**src/rtl/pc_branch_ctrl.sv**
```systemverilog
// pc_branch_ctrl: control-flow responder for the program counter.
// Decodes the instruction fetched at pc and answers with branch_en/branch_pc
// or stop_en in the same cycle, so the PC redirects at the next posedge.
// Keeps a return-address stack, a loop counter and a sticky halt/error state.
module pc_branch_ctrl #(
  parameter int ADDR_W      = 8,
  parameter int STACK_DEPTH = 4,
  parameter int SP_W        = 3
) (
  input  logic              clk,
  input  logic              rst_n,
  input  logic              power,
  input  logic [ADDR_W-1:0] pc,
  input  logic [15:0]       instr,
  input  logic              zero_flag,
  output logic              branch_en,
  output logic [ADDR_W-1:0] branch_pc,
  output logic              stop_en,
  output logic              stack_err,
  output logic              illegal_op,
  output logic [SP_W-1:0]   sp
);

  localparam int IDX_W = (STACK_DEPTH > 1) ? $clog2(STACK_DEPTH) : 1;

  typedef enum logic [3:0] {
    OP_NOP  = 4'd0,
    OP_JMP  = 4'd1,
    OP_JZ   = 4'd2,
    OP_CALL = 4'd3,
    OP_RET  = 4'd4,
    OP_LDC  = 4'd5,
    OP_DJNZ = 4'd6,
    OP_HALT = 4'd7
  } opcode_e;

  // Registered state
  logic [ADDR_W-1:0] stack [STACK_DEPTH];
  logic [SP_W-1:0]   sp_q;
  logic [7:0]        cnt_q;
  logic              halted_q;
  logic              err_q;

  // Decoded fields and helpers
  logic [3:0]        opcode;
  logic [ADDR_W-1:0] imm_addr;
  logic [ADDR_W-1:0] return_addr;
  logic [IDX_W-1:0]  push_idx;
  logic [IDX_W-1:0]  top_idx;
  logic              stack_full;
  logic              stack_empty;
  logic              active;

  // Update strobes produced by the decoder
  logic push;
  logic pop;
  logic load_cnt;
  logic dec_cnt;
  logic set_halt;
  logic set_err;

  assign opcode      = instr[15:12];
  assign imm_addr    = ADDR_W'(instr[7:0]);
  assign return_addr = pc + ADDR_W'(1);          // wraps 0xFF -> 0x00
  assign push_idx    = IDX_W'(sp_q);
  assign top_idx     = IDX_W'(sp_q - SP_W'(1));
  assign stack_full  = (sp_q == SP_W'(STACK_DEPTH));
  assign stack_empty = (sp_q == '0);
  // Outputs are also held low during reset, so gate with rst_n here too.
  assign active      = rst_n & power;

  assign stack_err = err_q;
  assign sp        = sp_q;

  // Opcode decode: combinational redirect/stop response plus update strobes.
  always_comb begin
    // NOTE: every output is given a default first so no path leaves it unassigned (no latch).
    branch_en  = 1'b0;
    branch_pc  = '0;
    stop_en    = 1'b0;
    illegal_op = 1'b0;
    push       = 1'b0;
    pop        = 1'b0;
    load_cnt   = 1'b0;
    dec_cnt    = 1'b0;
    set_halt   = 1'b0;
    set_err    = 1'b0;

    if (active) begin
      illegal_op = opcode[3];
      if (halted_q) begin
        stop_en = 1'b1;
      end else begin
        case (opcode)
          OP_JMP: begin
            branch_en = 1'b1;
            branch_pc = imm_addr;
          end
          OP_JZ: begin
            if (zero_flag) begin
              branch_en = 1'b1;
              branch_pc = imm_addr;
            end
          end
          OP_CALL: begin
            if (stack_full) begin
              stop_en  = 1'b1;
              set_halt = 1'b1;
              set_err  = 1'b1;
            end else begin
              branch_en = 1'b1;
              branch_pc = imm_addr;
              push      = 1'b1;
            end
          end
          OP_RET: begin
            if (stack_empty) begin
              stop_en  = 1'b1;
              set_halt = 1'b1;
              set_err  = 1'b1;
            end else begin
              branch_en = 1'b1;
              branch_pc = stack[top_idx];
              pop       = 1'b1;
            end
          end
          OP_LDC: load_cnt = 1'b1;
          OP_DJNZ: begin
            // Counter at zero stays at zero; branch only if the decrement leaves it non-zero.
            if (cnt_q != 8'd0) begin
              dec_cnt = 1'b1;
              if (cnt_q != 8'd1) begin
                branch_en = 1'b1;
                branch_pc = imm_addr;
              end
            end
          end
          OP_HALT: begin
            stop_en  = 1'b1;
            set_halt = 1'b1;
          end
          default: ;  // NOP and undefined opcodes take no action
        endcase
      end
    end
  end

  // Control state: stack pointer, loop counter, sticky halt and error flags.
  always_ff @(posedge clk or negedge rst_n) begin
    // NOTE: sequential state uses non-blocking assignments so all registers update together.
    if (!rst_n) begin
      sp_q     <= '0;
      cnt_q    <= '0;
      halted_q <= 1'b0;
      err_q    <= 1'b0;
    end else if (!power) begin
      sp_q     <= '0;
      cnt_q    <= '0;
      halted_q <= 1'b0;
      err_q    <= 1'b0;
    end else begin
      if (push) begin
        sp_q <= sp_q + SP_W'(1);
      end else if (pop) begin
        sp_q <= sp_q - SP_W'(1);
      end
      if (load_cnt) begin
        cnt_q <= instr[7:0];
      end else if (dec_cnt) begin
        cnt_q <= cnt_q - 8'd1;
      end
      if (set_halt) halted_q <= 1'b1;
      if (set_err)  err_q    <= 1'b1;
    end
  end

  // Return-address stack storage; a push writes the slot just above the top.
  always_ff @(posedge clk or negedge rst_n) begin
    // NOTE: the stack is small and must read as zero after reset, so it is reset like a register file.
    if (!rst_n) begin
      for (int i = 0; i < STACK_DEPTH; i++) begin
        stack[i] <= '0;
      end
    end else if (push) begin
      stack[push_idx] <= return_addr;
    end
  end

endmodule

```
**config.mk**
```make
export PLATFORM = sky130hd
export DESIGN_NAME = pc_branch_ctrl
export DESIGN_NICKNAME = d
export VERILOG_FILES = /design/src/rtl/pc_branch_ctrl.sv
export SDC_FILE = /design/constraint.sdc
export NUM_CORES = 1
export LEC_CHECK = 0
export CAP_MARGIN = 15
export CORE_UTILIZATION = 58
export DETAILED_ROUTE_END_ITERATION = 8
export PLACE_DENSITY_LB_ADDON = 0.1
export SLEW_MARGIN = 0
export SYNTH_ARGS = -nofsm -noshare
export SYNTH_HDL_FRONTEND = slang
export SYNTH_SLANG_ARGS = --single-unit
```
**constraint.sdc**
```tcl
create_clock -name clk -period 5.43 [get_ports clk]
set_clock_uncertainty 0.15 [all_clocks]
set_input_delay 1.086 -clock clk [delete_from_list [all_inputs] [get_ports clk]]
set_output_delay 1.086 -clock clk [all_outputs]
set_load 0.01 [all_outputs]
```
==> results.md <==
* Yosys cell types at 58
* GRT met1 Usage at 37.00%
* # Post-CTS Setup Buffers at 0
* Footprint of the multi-input gates at between 0.0015 and 0.002 mm2
* Core ar. at 0.004474 mm2
* Drt pass-1 iters at 6
* # IOs at 43
* Max Freq at 207.8 MHz
* Initial drt markers at 129
* Die footprint at 0.005030 mm2
* Via/cell ratio at 6.134
* Ys flop type: dfrtp_1
* IO buf count at 38
* Critical path endpoint category: primary output
* Initial antenna violation count at 0
* Gr usage total at 26.97%
* Die Wd at 70.92 um
* Async set or reset register ratio after synthesis at 100.0%
* Area grow syn2layout at 16.85%
* Ant. Diodes at 0
* Slew Viols, Final at 0
* Vias in the first global route at 2,165
* Critical path required time at between 4 and 5 ns
* Kind of critical path: input pin to primary output
* Clock latency on the worst-skew pair at around 0.3 ns
* Total Wirelength at a little over 6 mm
* Dpl hpwl at 4.343 mm
* CTS tree: done
* VDD IR max at around 200 uV
* Critical path's slowest cell: clkdlybuf4s50_1
* Met3 Use GR at 4.558%
* Filler cell count at between 300 and 400
* Delay-heaviest family, CP: buffers and inverters
* Routed len/inst at between 15 and 20 um
* Crit-path most repeated cell: clkdlybuf4s50_1
* Period utilisation layout at 88.64%
* Critical Path AT at 3.58 ns
* Register Area at 0.001126 mm2
* Hold Fails Final Rpt at 0
* Effective utilization at floorplan at 61.58%
* Top cells by area, synth: dfrtp_1 (41%), nand2_1 (6.8%), mux4_2 (6.5%)
* Total CTS buffers at 5
* # setup viols final at 0
* Layout cells sized above 1 at approximately 11%
* CTS resizes at 0
* CTS Root Cell: clkbuf_8
* Register bit count reported by yosys at 45
* Status: finished, violations left
* Pleak at 1.314 nW
* Slew HR at 54.90%
* Post-layout minimum cycle time at about 4.8 ns
* Setup slack after layout at 0.6167 ns
* Critical Path Start Type: input pin
* Largest net degree at the start of global routing at 51
* Tightest Pin Transition at 0.6765 ns
* RePlAce Congestion at 0.8629
* Layer with the highest usage: met2
* Row count at 24
* Cell Pwr Density at 216.6 mW/mm2
* Clock transition at path regs at 0.08 ns
* Setup_tns at 0 ns
* Unrepaired setup endpoints after global routing: false
* Synth Warn # at 0
* H-tree Lvls at 2
* DRT antenna net count at 0
* Total clock sinks at 45
* CP Cell Sequence: clkdlybuf4s50_1 -> nor4bb_1 -> and2_1 -> o31ai_1 -> a21oi_1 -> clkdlybuf4s50_1
* WP buf/inv at 2
* DIE HEIGHT at 70.92 um
* Hold/Removal Path Class: flip-flop to flip-flop
* CP Max Fanout at 13
* Top-area cell type share of the netlist area at 40.87%
* Hold Buf Count CTS at 0
* Seq/Total Area, Yosys at 40.87%
* Commonest non-fill, non-tap cell in the layout: nand2_1
* Worst path max stage delay at 0.73 ns
* Nets at 351
* GR Util met2 at about 44%
* Mapped Cells at 283
* Cell taking the most area after synthesis: dfrtp_1
* Syn_nets at 320
* Max Cap Viol at 0
* Syn Std Cell Area at 0.002755 mm2
* Global route total overflow at 0
* Clock tree buffer depth at 2
* First-pass GRT wire length at between 10 and 15 mm
* DRC at 8
* Failing checks: DRC
* Most frequent cells in the layout: nand2_1 (50), dfrtp_1 (45), clkdlybuf4s50_1 (37), o21ai_0 (26), a21oi_1 (13)
* Mean area per synthesized cell at 9.735 um2
* Setup WS pre-CTS at around 0.66 ns
* Via count at 2,245
* Post-synth EDFFs at 0
==> cells by family (layout without fill, tap and decap cells) <==
family | count (synthesis) | count (layout) | synth area share [%]
adders and majority gates | 9 | 9 | 4.087
AOI/OAI and AO/OA | 73 | 73 | 16.39
xor gates and xnor gates | 7 | 7 | 2.225
DFF | 45 | 45 | 40.87
and+or+nand+nor | 113 | 113 | 23.71
buffers and inverters | 23 | 54 | 4.178
muxes | 13 | 13 | 8.537
==> power breakdown <==
group | total (W) | switching (W) | internal (W) | leakage, nW
clock | 0.000214 | 0.000113 | 0.000101 | 0.0433
sequential | 0.000365 | 0.0000133 | 0.000351 | 0.619
combinational | 0.000119 | 0.0000648 | 0.0000538 | 0.652
total | 0.000697 | 0.000191 | 0.000506 | 1.31
==> routing by layer <==
layer,part of all wire [%],up-vias
met2,49,53
li1,-,1105
met1,46,1081
met5,0,-
met3,3.7,6
met4,1.3,0
==> worst min-delay path: cells and delay by family (launching register included) <==
family | cells | cell delay [ns]
compound gates | 1 | 0.06
simple gates | 1 | 0.04
flops | 1 | 0.35
==> synth_stat cells (5+ instances only) <==
cell type   n
o21ai_0    26
nand3_1     6
dfrtp_1    45
ha_1        9
mux4_2      8
inv_1       5
a21oi_1    13
o31ai_1    10
nor2_1     11
o21ai_1     5
nand4_1     6
buf_2      13
nand2_1    50
==> sequential cells by signal, summed over array words and instances, names as in the netlist <==
signal and flops:
stack 32, cnt_q 8, sp 3, halted_q 1, stack_err 1
==> area by class of cell <==
cell class	count	share of cell area, %
Inverter	5	0.5830
Timing Repair Buffer	42	12.59
Clock inverter	1	0.2332
Sequential cell	45	34.98
Clock buffer	6	2.565
Tap cell	52	2.021
Multi-Input combinational cell	215	47.03
==> final timing paths <==
path	startpoint	to	slack [ns]	cells after the start
worst max-delay path	instr[12]	branch_pc[1]	0.62	6
worst min-delay path	stack[3]	stack[3]	0.33	2
worst max register to register	sp[0]	stack[25]	2.56	5
worst min register to register	stack[3]	stack[3]	0.33	2
max in group asynchronous	rst_n	cnt_q[7]	3.93	2
min in group asynchronous	rst_n	stack_err	0.77	2
==> metrics by stage <==
step / power [W] / util (%) / hold slack [ns] / std cells / cell area (um2)
floorplan: 0.0004407 / - / 0.2946 / 283 / 2755
global placement: 0.0004864 / 69.94 / 0.3075 / 359 / 3129
detailed placement: 0.0004898 / 69.94 / 0.3190 / 359 / 3129
CTS: 0.0007023 / 71.95 / 0.3378 / 366 / 3219
global route: 0.0007301 / 71.95 / 0.3565 / 366 / 3219
finish: 0.0006973 / 71.95 / 0.3310 / 366 / 3219
No activity file was read; power rests on OpenSTA's default activity.
